<file path="config.mk">
export PLATFORM = sky130hd
export DESIGN_NAME = uart_tx_flat
export DESIGN_NICKNAME = d
export VERILOG_FILES = /design/src/rtl/uart_tx_if.sv /design/src/rtl/uart_tx.sv /design/src/flat_wrapper.sv
export SDC_FILE = /design/constraint.sdc
export NUM_CORES = 1
export LEC_CHECK = 0
export ABC_AREA = 1
export CORE_MARGIN = 5
export CORE_UTILIZATION = 50
export CTS_CLUSTER_SIZE = 10
export DETAILED_ROUTE_END_ITERATION = 10
export GPL_TIMING_DRIVEN = 0
export PLACE_DENSITY = 0.73
export SLEW_MARGIN = 5
export SYNTH_ARGS = -nofsm -noshare
export SYNTH_HDL_FRONTEND = slang
export SYNTH_SLANG_ARGS = --single-unit
</file>
<file path="constraint.sdc">
create_clock -name clk -period 1.9 [get_ports clk]
set_input_delay 0.38 -clock clk [delete_from_list [all_inputs] [get_ports clk]]
set_output_delay 0.38 -clock clk [all_outputs]
set_load 0.02 [all_outputs]
</file>
<file path="src/rtl/uart_tx_if.sv">
// UART transmitter host-side request bundle.
// The host drives requests and the transmitter reports busy/done.
interface uart_tx_if #(
  parameter int DBIT = 8
);
  logic            tx_start;
  logic [DBIT-1:0] din;
  logic            tx_busy;
  logic            tx_done_tick;

  modport master (
    output tx_start, din,
    input  tx_busy, tx_done_tick
  );

  modport slave (
    input  tx_start, din,
    output tx_busy, tx_done_tick
  );
endinterface

</file>
<file path="src/rtl/uart_tx.sv">
// UART serial transmitter: start, DBIT data LSB-first, optional parity, stop.
// Bit timing comes from a 16x oversampling tick.
module uart_tx #(
  parameter int DBIT    = 8,
  parameter int SB_TICK = 16,
  parameter int PARITY  = 0
) (
  input  logic     clk,
  input  logic     reset_n,
  input  logic     s_tick,
  uart_tx_if.slave host,
  output logic     tx
);
  localparam int SW = $clog2(SB_TICK);
  localparam int NW = $clog2(DBIT);

  typedef enum logic [2:0] {
    IDLE  = 3'd0,
    START = 3'd1,
    DATA  = 3'd2,
    PAR   = 3'd3,
    STOP  = 3'd4
  } state_t;

  state_t          state, state_n;
  logic [SW-1:0]   s, s_n;
  logic [NW-1:0]   n, n_n;
  logic [DBIT-1:0] b, b_n;
  logic            p, p_n;
  logic            tx_n;
  logic            busy;
  logic            done;
  logic            bit_end;

  assign bit_end = s_tick && (s == SW'(15));

  always_ff @(posedge clk or negedge reset_n) begin
    if (!reset_n) begin
      state <= IDLE;
      s     <= '0;
      n     <= '0;
      b     <= '0;
      p     <= 1'b0;
      tx    <= 1'b1;
      busy  <= 1'b0;
    end else begin
      state <= state_n;
      s     <= s_n;
      n     <= n_n;
      b     <= b_n;
      p     <= p_n;
      tx    <= tx_n;
      busy  <= (state_n != IDLE);
    end
  end

  always_comb begin
    state_n = state;
    s_n     = s;
    n_n     = n;
    b_n     = b;
    p_n     = p;
    done    = 1'b0;
    case (state)
      IDLE: begin
        if (host.tx_start) begin
          b_n     = host.din;
          s_n     = '0;
          p_n     = (PARITY == 2);
          state_n = START;
        end
      end
      START: begin
        if (bit_end) begin
          s_n     = '0;
          n_n     = '0;
          state_n = DATA;
        end else if (s_tick) begin
          s_n = s + 1'b1;
        end
      end
      DATA: begin
        if (bit_end) begin
          s_n = '0;
          b_n = b >> 1;
          p_n = p ^ b[0];
          if (n == NW'(DBIT - 1))
            state_n = (PARITY != 0) ? PAR : STOP;
          else
            n_n = n + 1'b1;
        end else if (s_tick) begin
          s_n = s + 1'b1;
        end
      end
      PAR: begin
        if (bit_end) begin
          s_n     = '0;
          state_n = STOP;
        end else if (s_tick) begin
          s_n = s + 1'b1;
        end
      end
      STOP: begin
        if (s_tick && (s == SW'(SB_TICK - 1))) begin
          s_n     = '0;
          done    = 1'b1;
          state_n = IDLE;
        end else if (s_tick) begin
          s_n = s + 1'b1;
        end
      end
      default: state_n = IDLE;
    endcase

    // tx is registered from the next state so it lines up with state
    case (state_n)
      START:   tx_n = 1'b0;
      DATA:    tx_n = b_n[0];
      PAR:     tx_n = p_n;
      default: tx_n = 1'b1;
    endcase
  end

  assign host.tx_busy      = busy;
  assign host.tx_done_tick = done;
endmodule
</file>
<file path="src/flat_wrapper.sv">
// flat-port wrapper written by rule: the top's interface ports become plain ports
module uart_tx_flat 
#(
  parameter int DBIT    = 8,
  parameter int SB_TICK = 16,
  parameter int PARITY  = 0
)
  (clk, reset_n, s_tick, tx, host_tx_start, host_din, host_tx_busy, host_tx_done_tick);
  uart_tx_if #(.DBIT(DBIT)) host_i ();
  input  logic clk;
  input  logic reset_n;
  input  logic s_tick;
  output logic tx;
  input wire logic [$bits(host_i.tx_start)-1:0] host_tx_start;
  input wire logic [$bits(host_i.din)-1:0] host_din;
  output wire logic [$bits(host_i.tx_busy)-1:0] host_tx_busy;
  output wire logic [$bits(host_i.tx_done_tick)-1:0] host_tx_done_tick;
  assign host_i.tx_start = host_tx_start;
  assign host_i.din = host_din;
  assign host_tx_busy = host_i.tx_busy;
  assign host_tx_done_tick = host_i.tx_done_tick;
  uart_tx #(.DBIT(DBIT), .SB_TICK(SB_TICK), .PARITY(PARITY)) u_core (.clk(clk), .reset_n(reset_n), .s_tick(s_tick), .host(host_i), .tx(tx));
endmodule
</file>
==> impl_metrics.ini, run 1 <==
[setup_path]
cpPeakStageDelay_ns = 0.60
crit_slowest_cell = clkdlybuf4s50_1
critical_path_arrival_ns = 1.44
r2r_start = u_core.s[0]$_DFFE_PN0P_
timing.critical_path.max_delay_family = buffers and inverters
worst-endpoint-required_ns = 1.52
worst_path_maximum_fanout = 1
setup.worst_path.end_class = output port
cp-start-kind = register
crit_type = reg2out
critPathBufInv = 1
critical_path.startpoint = u_core.tx$_DFF_PN1_
worstPathCellList = clkdlybuf4s50_1

[cells_and_area]
multi_input_logic_area_um2 = 627
seqCellArea_um2 = 527
fillerInstances = 202
synth_to_layout_area_growth_pct = 22.4
final_layout_size_suffix_gt1_share_pct = 20.5
num_antenna_cells = 0
finalNetCount = 187

[route]
route.detailed.drc = 0
routedWlPerCell_um = 12.6
routed_wl_um = 2510
detailedRoute.firstPassIterationCount = 4
total_number_of_vias = 1042
routed.top_layer = met4
wire_length_the_detailed_router_placed_on_met1_um = 1060
met3_wirelength_um = 113
dr_wl_met2_um = 1250
via_per_inst = 5.24
initialDrtViolationCount = 29
ant_nets = 0

[power_and_ir_drop]
total_power_mw = 1.53
leakage_nw = 0.791
irDropWorstVdd_mv = 0.752
power.density_nw_per_um2 = 1050

[sta]
period_utilization_pct = 95.8
max_slew.worst_pin.slew_ns = 0.952
timing.slew.headroom_pct = 36.3
setup_violations = 0
slew_viol_final = 0
fmaxAchievable_mhz = 549
fin_skew_ns = 0.00169
final_period_minus_worst_setup_slack_ns = 1.82
finalSetupTns_ns = 0
rsz0062_at_grt = no
final_hold_viol_count = 0
finalHoldWorstSlack_ns = 0.492
finalWorstSetupSlack_ns = 0.0798

[logic_synthesis]
synth_seq_cells = 21
synth_seq_area_share_pct = 44.0
synth.net_count = 163
synth_area_per_cell_um2 = 8.08
gate_count_after_technology_mapping = 148
ys.warnings.count = 0
synthDistinctLibCells = 27
netlist_area_um2 = 1200

[place]
dpl_worst_slack_ns = -0.511
routabilityCongestion = 0.882
place_hpwl_um = 1770
numPortBuffers = 14

[clock_network]
clk_root_buffer_cell = clkbuf_4
clkSinkCount = 21
cts_tree = built
cts_inserted_buffers = 3
clk_pin_slew_worst_paths_ns = 0.11
clock_latency_ns = 0.31
clock_path_buffers = 2
postCtsHoldBufs = 0
htreeDepth = 1

[min_path]
hp-start = u_core.n[0]$_DFFE_PN0P_
min_path_type = reg2reg

[global_routing]
gr-usage-all-layers_pct = 16.2
grt_antenna_before_repair = 0
grt_first_pass_wirelength_um = 4280
global_route.overflow_total = 0
grt_pass1_vias = 1057
grt_max_degree = 22

[floorplanning]
floorplan.die_area_um2 = 3470
io-pin-count = 15
die-height_um = 58.9
horizontal_die_dimension_um = 58.9
floorplan.rows = 17
design.core.area_um2 = 2250
start_util_pct = 53.1

[run_status]
run_status = finished, final reports clean

[job]
maxCapViolations = 0
[cell usage in the layout, fill, tap and decap left out, types with 5 or more instances in the layout]
cell type,Yosys,layout
clkdlybuf4s50_1,0,12
nor2_4,4,5
nor2_1,8,7
buf_4,0,5
dfrtp_1,20,20
inv_2,7,7
nand2_1,55,55
inv_1,12,12
nand3_1,15,15
[cell families after synthesis]
| group | after synthesis | synth area share (%) |
|---|---|---|
| AND/OR/NAND/NOR | 97 | 41.8 |
| XOR/XNOR | 1 | 0.732 |
| AO/OA/AOI/OAI | 6 | 3.45 |
| adder cells (fa/ha/maj) | 3 | 3.14 |
| multiplexers | 1 | 0.837 |
| flip-flops | 21 | 44.0 |
| buffers and inverters | 19 | 5.96 |
[Yosys cell counts]
| master | number | area share, % |
|---|---|---|
| nor2_4 | 4 | 3.8 |
| inv_1 | 12 | 3.8 |
| nor3_1 | 2 | 0.84 |
| nand2_1 | 55 | 17 |
| xor2_1 | 1 | 0.73 |
| o21ai_1 | 1 | 0.42 |
| nand3b_1 | 1 | 0.63 |
| nor2_2 | 1 | 0.52 |
| nor2_1 | 8 | 2.5 |
| nor2_8 | 1 | 1.7 |
| nand2_4 | 1 | 0.94 |
| nand2_2 | 3 | 1.6 |
| a21oi_2 | 1 | 0.73 |
| a22o_1 | 1 | 0.73 |
| nand3b_4 | 1 | 1.7 |
| nor3b_1 | 1 | 0.63 |
| ha_1 | 3 | 3.1 |
| o21ai_0 | 1 | 0.42 |
| nand3_2 | 3 | 2.5 |
| mux2i_1 | 1 | 0.84 |
| inv_2 | 7 | 2.2 |
| dfstp_2 | 1 | 2.2 |
| o21bai_1 | 1 | 0.63 |
| o22ai_1 | 1 | 0.52 |
| nand4_2 | 1 | 1.0 |
| dfrtp_1 | 20 | 42 |
| nand3_1 | 15 | 6.3 |
[sequential cells by signal, summed over array words and instances, names as in the netlist]
register and count:
u_core.tx 1, u_core.state 3, u_core.s 4, u_core.n 3
u_core.p 1, u_core.host.tx_busy 1, u_core.b 8
[report_power, final]
part	total (mW)	internal, mW	switching [mW]	leakage [nW]
logic	0.587	0.270	0.317	0.515
clock network	0.219	0.0821	0.137	0.0150
registers	0.728	0.597	0.131	0.261
total	1.53	0.949	0.584	0.791
[timing repair]
action	in CTS	in global routing
endpoints found under the hold margin	0	0
setup endpoints to repair	1	1
gates cloned	0	0
buffers inserted	2	3
gates resized for setup	8	1
[metrics by stage]
stage	util, %	std cells	area (µm²)
after floorplan	-	148	1200
after global placement	60.8	190	1370
after detailed placement	60.8	190	1370
after CTS	63.7	196	1440
after global routing	64.9	199	1460
final	64.9	199	1460
[final cells by class]
cell class,instances,share of cell area (%)
clock buffers,4,1.79
inverters,19,4.87
multi-input cells,108,42.8
flip-flops and latches,21,36.0
well taps,28,2.39
repair buffers,19,12.1
[layer usage]
metal | vias to the layer above | global-route usage, %
li1 | 511 | -
met1 | 496 | 18.2
met2 | 26 | 27.6
met3 | 9 | 2.63
met4 | 0 | 11.3
met5 | - | 0
[worst paths after layout]
path	cells past startpoint	end	slack [ns]
max in group asynchronous	1	u_core.state[0]$_DFF_PN0_	0.74
setup reg to reg	8	u_core.n[2]$_DFFE_PN0P_	0.45
hold / removal	1	u_core.n[0]$_DFFE_PN0P_	0.49
setup / recovery	1	tx	0.08
min in group asynchronous	1	u_core.p$_DFF_PN0_	0.59
hold reg to reg	1	u_core.n[0]$_DFFE_PN0P_	0.49
Power figures use the tool's default switching activity.
==> run 2, diff against run 1 <==
--- a/config.mk
+++ b/config.mk
@@ -6,12 +6,10 @@
 export NUM_CORES = 1
 export LEC_CHECK = 0
 export ABC_AREA = 1
-export CORE_MARGIN = 5
-export CORE_UTILIZATION = 50
+export CORE_UTILIZATION = 40
 export CTS_CLUSTER_SIZE = 10
 export DETAILED_ROUTE_END_ITERATION = 10
 export GPL_TIMING_DRIVEN = 0
-export PLACE_DENSITY = 0.73
 export SLEW_MARGIN = 5
 export SYNTH_ARGS = -nofsm -noshare
 export SYNTH_HDL_FRONTEND = slang
==> run 2 against run 1 <==
Count of clock-buffer cells in the layout unchanged. Largest power group unchanged. Sequential power about the same. Worst setup slack got worse by 0.0094 ns. Power decreased by 0.72%. The flow now finishes with violations (DRC). Cell count increased by 1.5%.
==> impl_metrics.ini, run 2 (synthesis gave the netlist of run 1 again) <==
[cells_and_area]
finish.cell_count_without_fillers = 202
mostFrequentLayoutCells = 55 x nand2_1, 20 x dfrtp_1, 15 x nand3_1, 12 x inv_1, 12 x clkdlybuf4s50_1
largestRegisters = u_core.b x8, u_core.s x4
number_of_flip_flops_in_the_largest_register = 8
design_area_final_um2 = 1460
num_antenna_cells = 0
layout_commonest_cell = nand2_1
fin_util_pct = 52.1
regMostFlops = u_core.b
final_layout_size_suffix_gt1_share_pct = 20.5
finalNetCount = 187
synth_to_layout_area_growth_pct = 22.3

[global_routing]
grt_pass1_vias = 981
grt_max_degree = 22
global_route.overflow_total = 0
grt_antenna_before_repair = 0
grt_first_pass_wirelength_um = 4110
gr-usage-all-layers_pct = 16.4

[floorplanning]
horizontal_die_dimension_um = 56.7
io-pin-count = 15
design.core.area_um2 = 2810
floorplan.die_area_um2 = 3210
die-height_um = 56.7
start_util_pct = 42.6
floorplan.rows = 19

[setup_path]
r2r_start = u_core.s[0]$_DFFE_PN0P_
timing.critical_path.max_delay_family = buffers and inverters
critPathBufInv = 1
crit_type = reg2out
critical_path_arrival_ns = 1.45
setup.worst_path.end_class = output port
crit_slowest_cell = clkdlybuf4s50_1
cp-start-kind = register
worstPathCellList = clkdlybuf4s50_1
critical_path.startpoint = u_core.tx$_DFF_PN1_
worst_path_maximum_fanout = 1
worst-endpoint-required_ns = 1.52
cpPeakStageDelay_ns = 0.60

[place]
place_area_um2 = 1380
numPortBuffers = 14
routabilityCongestion = 0.885
place_hpwl_um = 1740
dp_cells = 193

[min_path]
min_path_type = reg2reg
hp-start = u_core.b[2]$_DFFE_PN0P_

[route]
routed_wl_um = 2350
routedWlPerCell_um = 11.6
via_per_inst = 4.95
ant_nets = 0
detailedRoute.firstPassIterationCount = 7
route.detailed.drc = 2
total_number_of_vias = 1000
initialDrtViolationCount = 52

[power_and_ir_drop]
leakage_nw = 0.791
irDropWorstVdd_mv = 0.457
total_power_mw = 1.52
power.density_nw_per_um2 = 1040

[sta]
max_slew.worst_pin.slew_ns = 0.968
final_hold_viol_count = 0
timing.slew.headroom_pct = 35.3
fmaxAchievable_mhz = 547
period_utilization_pct = 96.3
finalHoldWorstSlack_ns = 0.493
slew_viol_final = 0
final_period_minus_worst_setup_slack_ns = 1.83
fin_skew_ns = 0.00447
setup_violations = 0

[clock_network]
htreeDepth = 1
clk_pin_slew_worst_paths_ns = 0.12
clk_root_buffer_cell = clkbuf_4
cts_tree = built
clock_latency_ns = 0.30
postCtsHoldBufs = 0
clock_path_buffers = 2
cts_inserted_buffers = 3
clkSinkCount = 21

[job]
maxCapViolations = 0

[run_status]
violations_in_the_final_reports = DRC
run_status = complete, but fails checks
run 2: changes by cell type in the layout (fill, tap and decap cells not counted):
cell,change
nor2_2,+1
nor2_4,-1
run 2: repair_timing:
action / CTS / global route
buffers inserted: 2 / 3
gates resized for setup: 7 / 1
pin swaps: 0 / 0
setup endpoints to repair: 1 / 1
run 2: power by group:
group / internal, mW / leakage [nW] / switching, mW
sequential: 0.597 / 0.261 / 0.133
clock: 0.0819 / 0.0150 / 0.139
combinational: 0.266 / 0.515 / 0.306
total: 0.945 / 0.791 / 0.578
run 2: metrics by stage:
stage,TNS (ns),setup slack [ns]
final,0,0.0704
after floorplan,0,0.355
after global placement,-0.488,-0.488
after CTS,0,0.00543
after detailed placement,-0.498,-0.498
after global routing,-0.0139,-0.0139
run 2: path summary, 6_finish.rpt:
kind / end / depth (start not counted) / slack (ns)
setup / recovery: tx / 1 / 0.07
hold / removal: u_core.b[2]$_DFFE_PN0P_ / 2 / 0.49
setup reg to reg: u_core.b[7]$_DFFE_PN0P_ / 6 / 0.45
hold reg to reg: u_core.b[2]$_DFFE_PN0P_ / 2 / 0.49
max in group asynchronous: u_core.host.tx_busy$_DFF_PN0_ / 1 / 0.72
min in group asynchronous: u_core.s[2]$_DFFE_PN0P_ / 1 / 0.59
run 2: area by class of cell:
| cell class | instances | area, µm² |
|---|---|---|
| tap | 31 | 38.8 |
| multi-input combinational | 108 | 622 |
| sequential | 21 | 527 |
| timing repair buffer | 19 | 178 |
| clock buffer | 4 | 26.3 |
| fill | 273 | 1340 |
| inverter | 19 | 71.3 |
run 2: layer usage:
layer | wire [µm] | share of wire [%] | up-vias | GRT usage, %
li1 | - | - | 512 | -
met1 | 1060 | 45 | 465 | 19.6
met2 | 1180 | 50 | 19 | 29.6
met3 | 80 | 3.4 | 4 | 2.30
met4 | 28 | 1.2 | 0 | 6.07
met5 | 0 | 0 | - | 0
